[config.mk]
export PLATFORM = sky130hd
export DESIGN_NAME = mux_arb_2x1
export DESIGN_NICKNAME = d
export VERILOG_FILES = /design/src/rtl/mux_arb_2x1.sv
export SDC_FILE = /design/constraint.sdc
export NUM_CORES = 1
export LEC_CHECK = 0
export ABC_AREA = 1
export CORE_ASPECT_RATIO = 1.2
export CORE_MARGIN = 5
export CORE_UTILIZATION = 39
export CTS_BUF_LIST = sky130_fd_sc_hd__clkbuf_16
export CTS_CLUSTER_SIZE = 14
export DETAILED_ROUTE_END_ITERATION = 10
export PLACE_DENSITY = 0.9
export SETUP_SLACK_MARGIN = 0.02
export SYNTH_ARGS = -nofsm -noshare
export SYNTH_HDL_FRONTEND = slang
export SYNTH_SLANG_ARGS = --single-unit
export TNS_END_PERCENT = 50
[constraint.sdc]
create_clock -name clk -period 1.2 [get_ports clk]
set_input_delay 0.18 -clock clk [delete_from_list [all_inputs] [get_ports clk]]
set_output_delay 0.18 -clock clk [all_outputs]
set_load 0.1 [all_outputs]
[src/rtl/mux_arb_2x1.sv]
// mux_arb_2x1: two-input round-robin arbiter feeding a single output register.
// Each source offers words with valid/ready. The winner's word is captured into
// the output register together with the index of the source that produced it.
// When both sources are valid, the one that did not win last time is chosen.
// The output register refills whenever it is empty or being drained this cycle,
// which sustains one word per cycle.
module mux_arb_2x1 #(
  parameter int WIDTH = 8
) (
  input  logic             clk,
  input  logic             rst,
  input  logic             x0_valid,
  input  logic [WIDTH-1:0] x0,
  output logic             x0_ready,
  input  logic             x1_valid,
  input  logic [WIDTH-1:0] x1,
  output logic             x1_ready,
  output logic             f_valid,
  output logic [WIDTH-1:0] f,
  output logic             s,
  input  logic             f_ready
);

  logic             f_valid_q, f_valid_d;
  logic [WIDTH-1:0] f_q, f_d;
  logic             s_q, s_d;
  logic             last_grant_q, last_grant_d;

  logic             load_en;
  logic             grant_valid;
  logic             grant;

  // The register can take a new word when it is empty or its word leaves this cycle.
  assign load_en = !f_valid_q || f_ready;

  // Round-robin pick: a lone requester wins outright, a tie goes to the source that lost last time.
  always_comb begin
    grant_valid = x0_valid || x1_valid;
    grant       = 1'b0;
    if (x0_valid && x1_valid) begin
      grant = !last_grant_q;
    end else if (x1_valid) begin
      grant = 1'b1;
    end
  end

  // Ready follows the real grant so at most one source is ever accepted; held low during reset.
  assign x0_ready = !rst && load_en && grant_valid && !grant;
  assign x1_ready = !rst && load_en && grant_valid &&  grant;

  // Next-state: capture the winner's word, drain to empty when idle, otherwise hold.
  always_comb begin
    f_valid_d    = f_valid_q;
    f_d          = f_q;
    s_d          = s_q;
    last_grant_d = last_grant_q;
    if (load_en) begin
      if (grant_valid) begin
        f_valid_d    = 1'b1;
        f_d          = grant ? x1 : x0;
        s_d          = grant;
        last_grant_d = grant;
      end else begin
        f_valid_d = 1'b0;
      end
    end
  end

  // Output register and arbitration history; reset discards any held word and favours source 0.
  always_ff @(posedge clk or posedge rst) begin
    if (rst) begin
      f_valid_q    <= 1'b0;
      f_q          <= '0;
      s_q          <= 1'b0;
      last_grant_q <= 1'b1;
    end else begin
      f_valid_q    <= f_valid_d;
      f_q          <= f_d;
      s_q          <= s_d;
      last_grant_q <= last_grant_d;
    end
  end

  assign f_valid = f_valid_q;
  assign f       = f_q;
  assign s       = s_q;

endmodule

==> impl_metrics.env, run 1 <==
export IMPL_critPathLaunchType="register"
export IMPL_ios=33
export IMPL_initial_core_util_pct=40.85
export IMPL_internal_power_mw=1.259
export IMPL_area_growth_pct=115.7
export IMPL_critPathCaptureType="output pin"
export IMPL_fp_coreArea_sq_um=1642
export IMPL_fin_tns_setup_ns=-1.012
export IMPL_maxSlewViolCount=0
export IMPL_fin_ws_ns=-0.3766
export IMPL_post_drt_wl_per_cell_um=19.40
export IMPL_cpPeakStageDelay_ns=0.55
export IMPL_drc_errors=0
export IMPL_powerDensity_nw_per_um2=1478
export IMPL_first_global_vias=819
export IMPL_post_dp_hpwl_um=1763
export IMPL_critPathRequiredTime_ns=1.02
export IMPL_num_fill_cells=77
export IMPL_die_w_um=47.86
export IMPL_ys_ff_latch=11
export IMPL_worst_path_max_delay_cell="dfstp_2"
export IMPL_pwr_share_seq_pct=23.4
export IMPL_status="finished with violations"
export IMPL_yosysMostFrequentCell="nand2_1"
export IMPL_antennaDiodeCount=0
export IMPL_wirelength_um=3046
export IMPL_min_period_ns=1.577
export IMPL_synth_area_sq_um=670.6
export IMPL_route_layer_met1_wl_um=1055
export IMPL_dr_wl_met2_um=1558
export IMPL_rsz0062_at_grt="yes"
export IMPL_skew_ns=0.008699
export IMPL_cp_cell_sequence="nand2_4, nand2_8, inv_6, nor3_4, buf_12"
export IMPL_fin_nets=161
export IMPL_ir_worst_vdd_uv=1298
export IMPL_die_h_um=55.43
export IMPL_htreeDepth=1
export IMPL_cts_sinks=11
export IMPL_port_buffers=32
export IMPL_violations="setup timing"
export IMPL_synth_cell_types=16
export IMPL_synth_top_cell_by_area="dfrtp_1"
export IMPL_place_congestion=0.8287
export IMPL_period_share_pct=131.4
export IMPL_ys_top_cells_by_area="dfrtp_1 37%, nand2_1 17%, nand3_1 12%"
export IMPL_tightest_slew_ns=0.2969
export IMPL_ys_warn_count=0
export IMPL_synth_top_area_share_pct=37.31
export IMPL_holdCritPathClass="in2reg"
export IMPL_dieArea_sq_um=2652
export IMPL_synthFlopType="dfrtp_1"
export IMPL_netlist_instances=88
export IMPL_ys_seq_area_share_pct=41.23
export IMPL_vias=832
export IMPL_clockBufferDepth=2
export IMPL_grt_max_degree=9
export IMPL_path_class="reg2out"
export IMPL_max_cap_viol_count=0
export IMPL_drtAntennaViolNets=0
export IMPL_top_layer_used="met4"
export IMPL_grt_usage_pct=21.05
export IMPL_utilization_pct=88.11
export IMPL_ctsHoldBuffers=0
export IMPL_rrSetupSlack_ns=-0.13
export IMPL_syn_area_per_cell_sq_um=7.621
export IMPL_cts_buffers=3
export IMPL_leakagePower_nw=0.7517
export IMPL_root_buffer="clkbuf_16"
export IMPL_maxSlewHeadroom_pct=80.14
export IMPL_drt_pass1_iter_count=4
export IMPL_clkTransAtPathRegs_ns=0.04
export IMPL_clockPowerShare_pct=28.5
export IMPL_drive_gt1_share_pct=43.88
export IMPL_synthesis_nets=109
export IMPL_setup_viol=10
export IMPL_cts_tree="yes"
export IMPL_synth_edf_count=0
export IMPL_grt_pass1_wl_um=3836
export IMPL_antenna_found_initial=0
export IMPL_gr_total_overflow=0
export IMPL_hold_violations=0
export IMPL_clk_latency_ns=0.25
export IMPL_combPwrFrac_pct=48.1
export IMPL_maxClockFrequency_mhz=634.3
export IMPL_rows=16
export IMPL_switchingPower_uw=878.8
export IMPL_met3_length_um=294
export IMPL_vias_per_cell=5.299
export IMPL_synth_async_sr_flop_share_pct=100.0
export IMPL_sw_frac_of_total_pct=41.11
export IMPL_cp_max_fo=3
export IMPL_arrival_ns=1.40
export IMPL_drtIter0Drc=30
export IMPL_ys_top_cells_by_count="31 x nand2_1, 19 x inv_1, 16 x nand3_1"
==> layer usage <==
metal | vias to the layer above | global-route usage [%]
li1 | 364 | -
met1 | 386 | 21.93
met2 | 68 | 35.16
met3 | 14 | 5.519
met4 | 0 | 12.31
met5 | - | 0
==> flip-flops by register name (all words and copies together) (netlist names) <==
register / flops
f: 8
f_valid: 1
last_grant_q: 1
s: 1
==> layout by cell type (no fill, tap or decap), drive strengths merged <==
| master | netlist | layout |
|---|---|---|
| clkdlybuf4s50 | 0 | 17 |
| o21ai | 1 | 1 |
| dlygate4sd2 | 0 | 2 |
| nor2 | 3 | 3 |
| clkdlybuf4s15 | 0 | 1 |
| nand2 | 33 | 33 |
| dfrtp | 10 | 10 |
| dfstp | 1 | 1 |
| clkbuf | 0 | 3 |
| nor3 | 2 | 2 |
| buf | 2 | 29 |
| nand3 | 16 | 16 |
| inv | 20 | 21 |
==> power groups by stage <==
| stage | Combinational (mW) | Sequential (mW) | Clock [mW] |
|---|---|---|---|
| after floorplan | 0.188 | 0.836 | 0 |
| after global placement | 0.916 | 0.498 | 0 |
| after detailed placement | 0.937 | 0.500 | 0 |
| after CTS | 0.965 | 0.495 | 0.604 |
| after global routing | 1.06 | 0.506 | 0.630 |
| final | 1.03 | 0.501 | 0.609 |
==> cell type report <==
cell class / count / area (sq um) / area share [%]
inverters: 20 / 80.08 / 5.536
clock buffers: 3 / 75.07 / 5.190
well taps: 18 / 22.52 / 1.557
repair buffers: 49 / 585.6 / 40.48
flip-flops and latches: 11 / 280.3 / 19.38
multi-input cells: 55 / 399.1 / 27.60
clock inverters: 1 / 3.754 / 0.2595
==> stage by stage <==
| stage | power [mW] | std cells | area [sq um] | hold WS, ns | setup WS [ns] |
|---|---|---|---|---|---|
| final | 2.137 | 157 | 1446 | 0.4058 | -0.3766 |
| after global routing | 2.196 | 157 | 1446 | 0.4305 | -0.3733 |
| after CTS | 2.064 | 155 | 1355 | 0.3755 | -0.3154 |
| after detailed placement | 1.437 | 149 | 1232 | 0.4721 | -0.4207 |
| after global placement | 1.413 | 149 | 1232 | 0.4717 | -0.3546 |
| after floorplan | 1.024 | 88 | 694.4 | 0.03174 | -0.7109 |
==> worst paths after layout <==
kind	from	cells past startpoint	to
max reg2reg	last_grant_q	7	f[2]
min	x1_valid	3	f_valid
max	last_grant_q	5	x0_ready
min reg2reg	last_grant_q	2	last_grant_q
max in group asynchronous	rst	3	last_grant_q
min in group asynchronous	rst	3	f[7]
==> critical path: cells and delay by family, from the launching register on <==
kind                   cells  cell delay, ns
buffers and inverters      2            0.25
AND/OR/NAND/NOR            3            0.35
flip-flops                 1            0.55
==> what timing repair did <==
action,in CTS,in global routing
buffers inserted,4,3
resized for setup,13,19
pin swaps,5,5
endpoints found under the setup margin,13,12
==> kinds of logic after synthesis <==
logic type / after synthesis / synth area share [%]
DFF: 11 / 41.23
AOI/OAI and AO/OA: 1 / 1.306
buffers and inverters: 22 / 14.37
and+or+nand+nor: 54 / 43.10
No activity file was read; power rests on OpenSTA's default activity.
==> run 2: changes to the inputs <==
Settings changed: CAP_MARGIN set to 20.
==> results of run 2 <==
The final DEF is identical to that of run 1; final timing and power are the same.
